## config.mk

```make
export PLATFORM = sky130hd
export DESIGN_NAME = fir_tdm_sequencer
export DESIGN_NICKNAME = d
export VERILOG_FILES = /design/src/rtl/fir_pkg.sv /design/src/rtl/fir_mac_unit.sv /design/src/rtl/fir_tdm_sequencer.sv
export SDC_FILE = /design/constraint.sdc
export NUM_CORES = 1
export LEC_CHECK = 0
export BUFFER_PORTS_ARGS = -buffer_cell sky130_fd_sc_hd__buf_2
export CAP_MARGIN = 20
export CORE_ASPECT_RATIO = 2
export CORE_MARGIN = 3
export CORE_UTILIZATION = 35
export DETAILED_ROUTE_END_ITERATION = 10
export HOLD_SLACK_MARGIN = 0.1
export PLACE_DENSITY = 0.61
export SKIP_CTS_REPAIR_TIMING = 1
export SYNTH_ARGS = -nofsm -noshare
export SYNTH_HDL_FRONTEND = slang
export SYNTH_SLANG_ARGS = --single-unit
```

## constraint.sdc

```tcl
create_clock -name clk -period 8.3 [get_ports clk]
set_input_delay 0.83 -clock clk [delete_from_list [all_inputs] [get_ports clk]]
set_output_delay 0.83 -clock clk [all_outputs]
set_load 0.1 [all_outputs]
```

## src/rtl/fir_pkg.sv

```systemverilog
// Shared types and helpers for the time-multiplexed FIR sequencer.
package fir_pkg;

    // Sequencer states: wait for a sample, walk the taps, present the result.
    typedef enum logic [1:0] {
        ST_IDLE = 2'd0,
        ST_MAC  = 2'd1,
        ST_OUT  = 2'd2
    } fir_state_e;

    // Working width used by the saturation helper; wide enough for any
    // accumulator this block is expected to be built with.
    localparam int SAT_W = 64;

    // Accumulator width that makes overflow impossible for NTAPS full-scale products.
    function automatic int acc_width(input int dw, input int cw, input int ntaps);
        return dw + cw + $clog2(ntaps);
    endfunction

    // Clamp a signed value to the range of a w-bit signed number.
    function automatic logic signed [SAT_W-1:0] sat(input logic signed [SAT_W-1:0] v,
                                                    input int                      w);
        logic signed [SAT_W-1:0] hi;
        logic signed [SAT_W-1:0] lo;
        hi = (64'sd1 <<< (w - 1)) - 64'sd1;
        lo = -(64'sd1 <<< (w - 1));
        if (v > hi) begin
            return hi;
        end else if (v < lo) begin
            return lo;
        end else begin
            return v;
        end
    endfunction

endpackage

```

## src/rtl/fir_mac_unit.sv

```systemverilog
// Single shared signed multiply-accumulate. acc_next_o is the accumulator
// value including the product currently on the inputs, so the caller can
// capture the final sum on the same edge as the last tap.
module fir_mac_unit
    import fir_pkg::*;
#(
    parameter int DW = 16,
    parameter int CW = 16,
    parameter int AW = 34
) (
    input  logic                 clk,
    input  logic                 rst,
    input  logic                 clr_i,
    input  logic                 en_i,
    input  logic signed [DW-1:0] sample_i,
    input  logic signed [CW-1:0] coef_i,
    output logic signed [AW-1:0] acc_next_o
);

    logic signed [DW+CW-1:0] prod_s;
    logic signed [AW-1:0]    prod_ext_s;
    logic signed [AW-1:0]    acc_q;

    // Operands are sign-extended to the product width so the modular product is exact.
    assign prod_s     = {{CW{sample_i[DW-1]}}, sample_i} * {{DW{coef_i[CW-1]}}, coef_i};
    assign prod_ext_s = {{(AW-DW-CW){prod_s[DW+CW-1]}}, prod_s};
    assign acc_next_o = acc_q + prod_ext_s;

    // Accumulator register: cleared at sample accept, advanced once per tap.
    always_ff @(posedge clk or posedge rst) begin
        if (rst) begin
            acc_q <= '0;
        end else if (clr_i) begin
            acc_q <= '0;
        end else if (en_i) begin
            acc_q <= acc_next_o;
        end else begin
            acc_q <= acc_q;
        end
    end

endmodule

```

## src/rtl/fir_tdm_sequencer.sv

```systemverilog
// Time-multiplexed FIR: one sample per handshake, NTAPS MAC cycles through a
// shared multiplier, saturated result held until the consumer takes it.
module fir_tdm_sequencer
    import fir_pkg::*;
#(
    parameter  int NTAPS = 4,
    parameter  int DW    = 16,
    parameter  int CW    = 16,
    parameter  int SHIFT = 0,
    localparam int PW    = $clog2(NTAPS)
) (
    input  logic                 clk,
    input  logic                 rst,
    input  logic                 s_valid,
    output logic                 s_ready,
    input  logic signed [DW-1:0] s_data,
    output logic                 m_valid,
    input  logic                 m_ready,
    output logic signed [DW-1:0] m_data,
    input  logic                 coef_we,
    output logic                 coef_ready,
    input  logic [PW-1:0]        coef_addr,
    input  logic signed [CW-1:0] coef_wdata,
    output logic                 busy
);

    localparam int ACCW = acc_width(DW, CW, NTAPS);

    fir_state_e            state_q;
    logic [PW-1:0]         wr_ptr_q;
    logic [PW-1:0]         tap_q;
    logic signed [DW-1:0]  smp_q  [NTAPS];
    logic signed [CW-1:0]  coef_q [NTAPS];
    logic                  s_ready_q;
    logic                  m_valid_q;
    logic signed [DW-1:0]  m_data_q;
    logic                  busy_q;
    logic                  coef_ready_q;

    logic [PW-1:0]         rd_idx_s;
    logic                  accept_s;
    logic                  mac_en_s;
    logic                  coef_hit_s;
    logic [31:0]           coef_addr_ext_s;
    logic signed [ACCW-1:0]  acc_next_s;
    logic signed [ACCW-1:0]  acc_shift_s;
    logic signed [SAT_W-1:0] acc_wide_s;
    logic signed [SAT_W-1:0] acc_sat_s;
    logic signed [DW-1:0]    m_data_d;

    assign accept_s        = (state_q == ST_IDLE) && s_valid && s_ready_q;
    assign mac_en_s        = (state_q == ST_MAC);
    assign coef_addr_ext_s = 32'(coef_addr);
    assign coef_hit_s      = coef_we && coef_ready_q && (coef_addr_ext_s < 32'(NTAPS));

    // Ring-buffer read index for tap k: (wr_ptr - k) mod NTAPS, valid for any NTAPS.
    always_comb begin
        rd_idx_s = '0;
        if (tap_q <= wr_ptr_q) begin
            rd_idx_s = wr_ptr_q - tap_q;
        end else begin
            rd_idx_s = PW'(({1'b0, wr_ptr_q} + (PW+1)'(NTAPS)) - {1'b0, tap_q});
        end
    end

    fir_mac_unit #(
        .DW (DW),
        .CW (CW),
        .AW (ACCW)
    ) u_mac (
        .clk        (clk),
        .rst        (rst),
        .clr_i      (accept_s),
        .en_i       (mac_en_s),
        .sample_i   (smp_q[rd_idx_s]),
        .coef_i     (coef_q[tap_q]),
        .acc_next_o (acc_next_s)
    );

    // Final scaling: arithmetic shift, then clamp to the output range.
    assign acc_shift_s = acc_next_s >>> SHIFT;
    assign acc_wide_s  = {{(SAT_W-ACCW){acc_shift_s[ACCW-1]}}, acc_shift_s};
    assign acc_sat_s   = sat(acc_wide_s, DW);
    assign m_data_d    = DW'(acc_sat_s);

    // Sequencer FSM with ring buffer, coefficient bank and registered handshake outputs.
    always_ff @(posedge clk or posedge rst) begin
        if (rst) begin
            state_q      <= ST_IDLE;
            wr_ptr_q     <= '0;
            tap_q        <= '0;
            s_ready_q    <= 1'b1;
            m_valid_q    <= 1'b0;
            m_data_q     <= '0;
            busy_q       <= 1'b0;
            coef_ready_q <= 1'b1;
            for (int i = 0; i < NTAPS; i++) begin
                smp_q[i]  <= '0;
                coef_q[i] <= CW'(i + 1);
            end
        end else begin
            // Coefficient writes are only open outside MAC, so a write on the
            // accept edge lands before the first tap reads the bank.
            if (coef_hit_s) begin
                coef_q[coef_addr] <= coef_wdata;
            end
            case (state_q)
                ST_IDLE: begin
                    if (accept_s) begin
                        smp_q[wr_ptr_q] <= s_data;
                        tap_q           <= '0;
                        s_ready_q       <= 1'b0;
                        busy_q          <= 1'b1;
                        coef_ready_q    <= 1'b0;
                        state_q         <= ST_MAC;
                    end
                end
                ST_MAC: begin
                    if (tap_q == PW'(NTAPS - 1)) begin
                        wr_ptr_q     <= (wr_ptr_q == PW'(NTAPS - 1)) ? '0 : wr_ptr_q + 1'b1;
                        m_data_q     <= m_data_d;
                        m_valid_q    <= 1'b1;
                        busy_q       <= 1'b0;
                        coef_ready_q <= 1'b1;
                        state_q      <= ST_OUT;
                    end else begin
                        tap_q <= tap_q + 1'b1;
                    end
                end
                ST_OUT: begin
                    if (m_ready) begin
                        m_valid_q <= 1'b0;
                        s_ready_q <= 1'b1;
                        state_q   <= ST_IDLE;
                    end
                end
                default: begin
                    state_q      <= ST_IDLE;
                    s_ready_q    <= 1'b1;
                    m_valid_q    <= 1'b0;
                    busy_q       <= 1'b0;
                    coef_ready_q <= 1'b1;
                end
            endcase
        end
    end

    assign s_ready    = s_ready_q;
    assign m_valid    = m_valid_q;
    assign m_data     = m_data_q;
    assign busy       = busy_q;
    assign coef_ready = coef_ready_q;

endmodule

```

==> impl_metrics.toml <==
[synthesis]
synth_area_sq_um = 19700
synth_fp_nets = 2451
ys_seq_elements = 188
syn_area_per_cell_sq_um = 9.85
synth_edf_count = 0
yosysSeqAreaShare_pct = 23.9
ys_async_sr_fraction_pct = 100
ys_dominant_reg_cell = "dfrtp_1"
ys_types = 58
synthCells = 1999
ys_warn_count = 0

[sta]
fin_crit_sh_pct = 98.6
clock_skew_ns = 0.0289
worstMarginPinSlew_ns = 1.04
setup_violations = 0
slew_headroom_pct = 30.2
hold_violations = 0
fin_setup_tns_ns = 0
timing.hold.ws_ns = 0.450
fmaxAchievable_mhz = 122
rsz0062_at_grt = "true"
drv_slew = 0
finalCriticalPeriod_ns = 8.18

[cells_and_area]
instances_no_fill = 2935
layout-drive-gt1-share_pct = 25.4
fin_nets = 2630
fill_cells = 5477
final-seq-area_sq_um = 4710
mostFrequentLayoutCells = "inv_1 (353), fa_1 (291), nand2_1 (277), dfrtp_1 (181), buf_4 (158)"
area_growth_pct = 19.1
diodes = 0
final_area_sq_um = 23400
final_common_cell = "inv_1"
multiInputGateArea_sq_um = 13900

[cts]
tritoncts = "built"
numCtsBuffers = 17
clk_pin_slew_ns = 0.09
cts.sinks = 188
clock_latency_ns = 0.48
htree_levels = 4
cts_root_buf = "clkbuf_16"
clk_path_buf_depth = 2

[setup_path]
arrival_ns = 8.57
crit_fanout = 8
slowest_stage = "fa_2"
startpoint_type = "flop"
path_class = "reg2reg"
endpoint_kind = "flop"
cp_slowest_stage_delay_ns = 0.57
path_common_cell = "fa_1"
crit_required_ns = 8.69

[placement]
gp_congestion = 0.961
dpl-instance-area_sq_um = 21900
port_buffers = 58
dp_hpwl_microns = 49000
placedCellCount = 2876

[route]
wl_per_cell_microns = 20.8
drtAntennaViolNets = 0
via_count = 14900
firstDrtPassIters = 5
vias_per_cell = 5.08
wirelength_microns = 61000
drt_iter0_drc = 736
drc = 0

[floorplanning]
coreArea_sq_um = 55600
dieHeight_microns = 341
start_util_pct = 35.4
die_w_microns = 174
pin_count = 59
rows = 122
dieArea_sq_um = 59300

[grt]
grt_pass1_wl_microns = 93100
grt_overflow = 0
antenna_found_initial = 0
grt_max_degree = 111
grt_pass1_vias = 16700
grt_usage_pct = 20.7

[run_status]
status = "completed"

[flow_run]
maxCapViolCount = 0

[min_path]
hp-class = "in2async"
[metrics by stage]
step	setup WS, ns	util (%)
floorplan	0.0248	-
finish	0.119	42.2
global route	-0.190	42.2
CTS	-0.623	40.5
detailed placement	-0.568	39.4
global placement	-0.457	39.4
[critical path: cells and delay by family (launching register included)]
family	cells	cell delay, ns
AND/OR/NAND/NOR	7	1.95
XOR/XNOR	3	0.49
flip-flops	1	0.42
AO/OA/AOI/OAI	4	0.69
adder cells (fa/ha/maj)	8	3.43
buffers and inverters	7	0.71
multiplexers	1	0.39
[cells in the mapped netlist (all sizes together) (8+ instances only)]
| master | number | area share (%) |
|---|---|---|
| o22ai | 27 | 0.86 |
| nor2 | 145 | 2.8 |
| clkbuf | 72 | 1.4 |
| o21a | 22 | 0.84 |
| mux2 | 137 | 7.8 |
| ha | 108 | 6.9 |
| a21oi | 47 | 1.3 |
| nor3 | 11 | 0.28 |
| xor2 | 12 | 0.53 |
| nand3 | 24 | 0.61 |
| inv | 366 | 7.0 |
| o21ai | 57 | 1.4 |
| a21o | 12 | 0.46 |
| nor2b | 17 | 0.54 |
| and2 | 24 | 0.76 |
| nand2b | 17 | 0.54 |
| dfrtp | 181 | 23 |
| fa | 305 | 31 |
| mux4 | 10 | 1.1 |
| nand2 | 290 | 5.5 |
| mux2i | 8 | 0.41 |
| xnor2 | 28 | 1.2 |
[cell type report]
type,count,share of cell area (%)
repair buffers,238,7.88
flip-flops and latches,188,20.1
inverters,366,5.89
multi-input cells,1367,59.5
well taps,744,3.97
clock inverters,15,0.827
clock buffers,17,1.81
[cells by family (layout without fill, tap and decap cells)]
family / count (synthesis) / in the layout / share of synthesized area, %
buf+inv: 445 / 636 / 8.54
mux: 155 / 155 / 9.39
fa+ha+maj: 413 / 413 / 37.9
compound gates: 203 / 204 / 6.45
simple gates: 555 / 555 / 12.0
flops: 188 / 188 / 23.9
xor+xnor: 40 / 40 / 1.78
[state kept, by name (all words and copies together), names as in the netlist]
name / flops
busy: 1
m_data: 16
tap_q: 2
state_q: 2
u_mac.acc_q: 34
coef_q: 64
smp_q: 64
wr_ptr_q: 2
coef_ready: 1
s_ready: 1
m_valid: 1
[path summary, 6_finish.rpt]
path	from	end	slack (ns)	cells past startpoint
worst max-delay path	tap_q[0]	m_data[3]	0.12	30
worst min-delay path	rst	coef_q[6]	0.45	2
worst max register to register	tap_q[0]	m_data[3]	0.12	30
worst min register to register	m_data[4]	m_data[4]	0.50	2
max in group asynchronous	rst	smp_q[15]	6.77	4
min in group clk	m_data[4]	m_data[4]	0.50	2
[layer usage]
layer	vias to the layer above	global-route usage, %	share of wire [%]
met4	0	16.5	9.4
li1	6593	-	-
met1	7695	18.7	31
met2	417	41.3	57
met3	212	1.64	2.3
met5	-	0	0
Power is left out: the tool's default activity adds up to more than one toggle a clock period on the data nets, which glitch-free logic cannot reach.
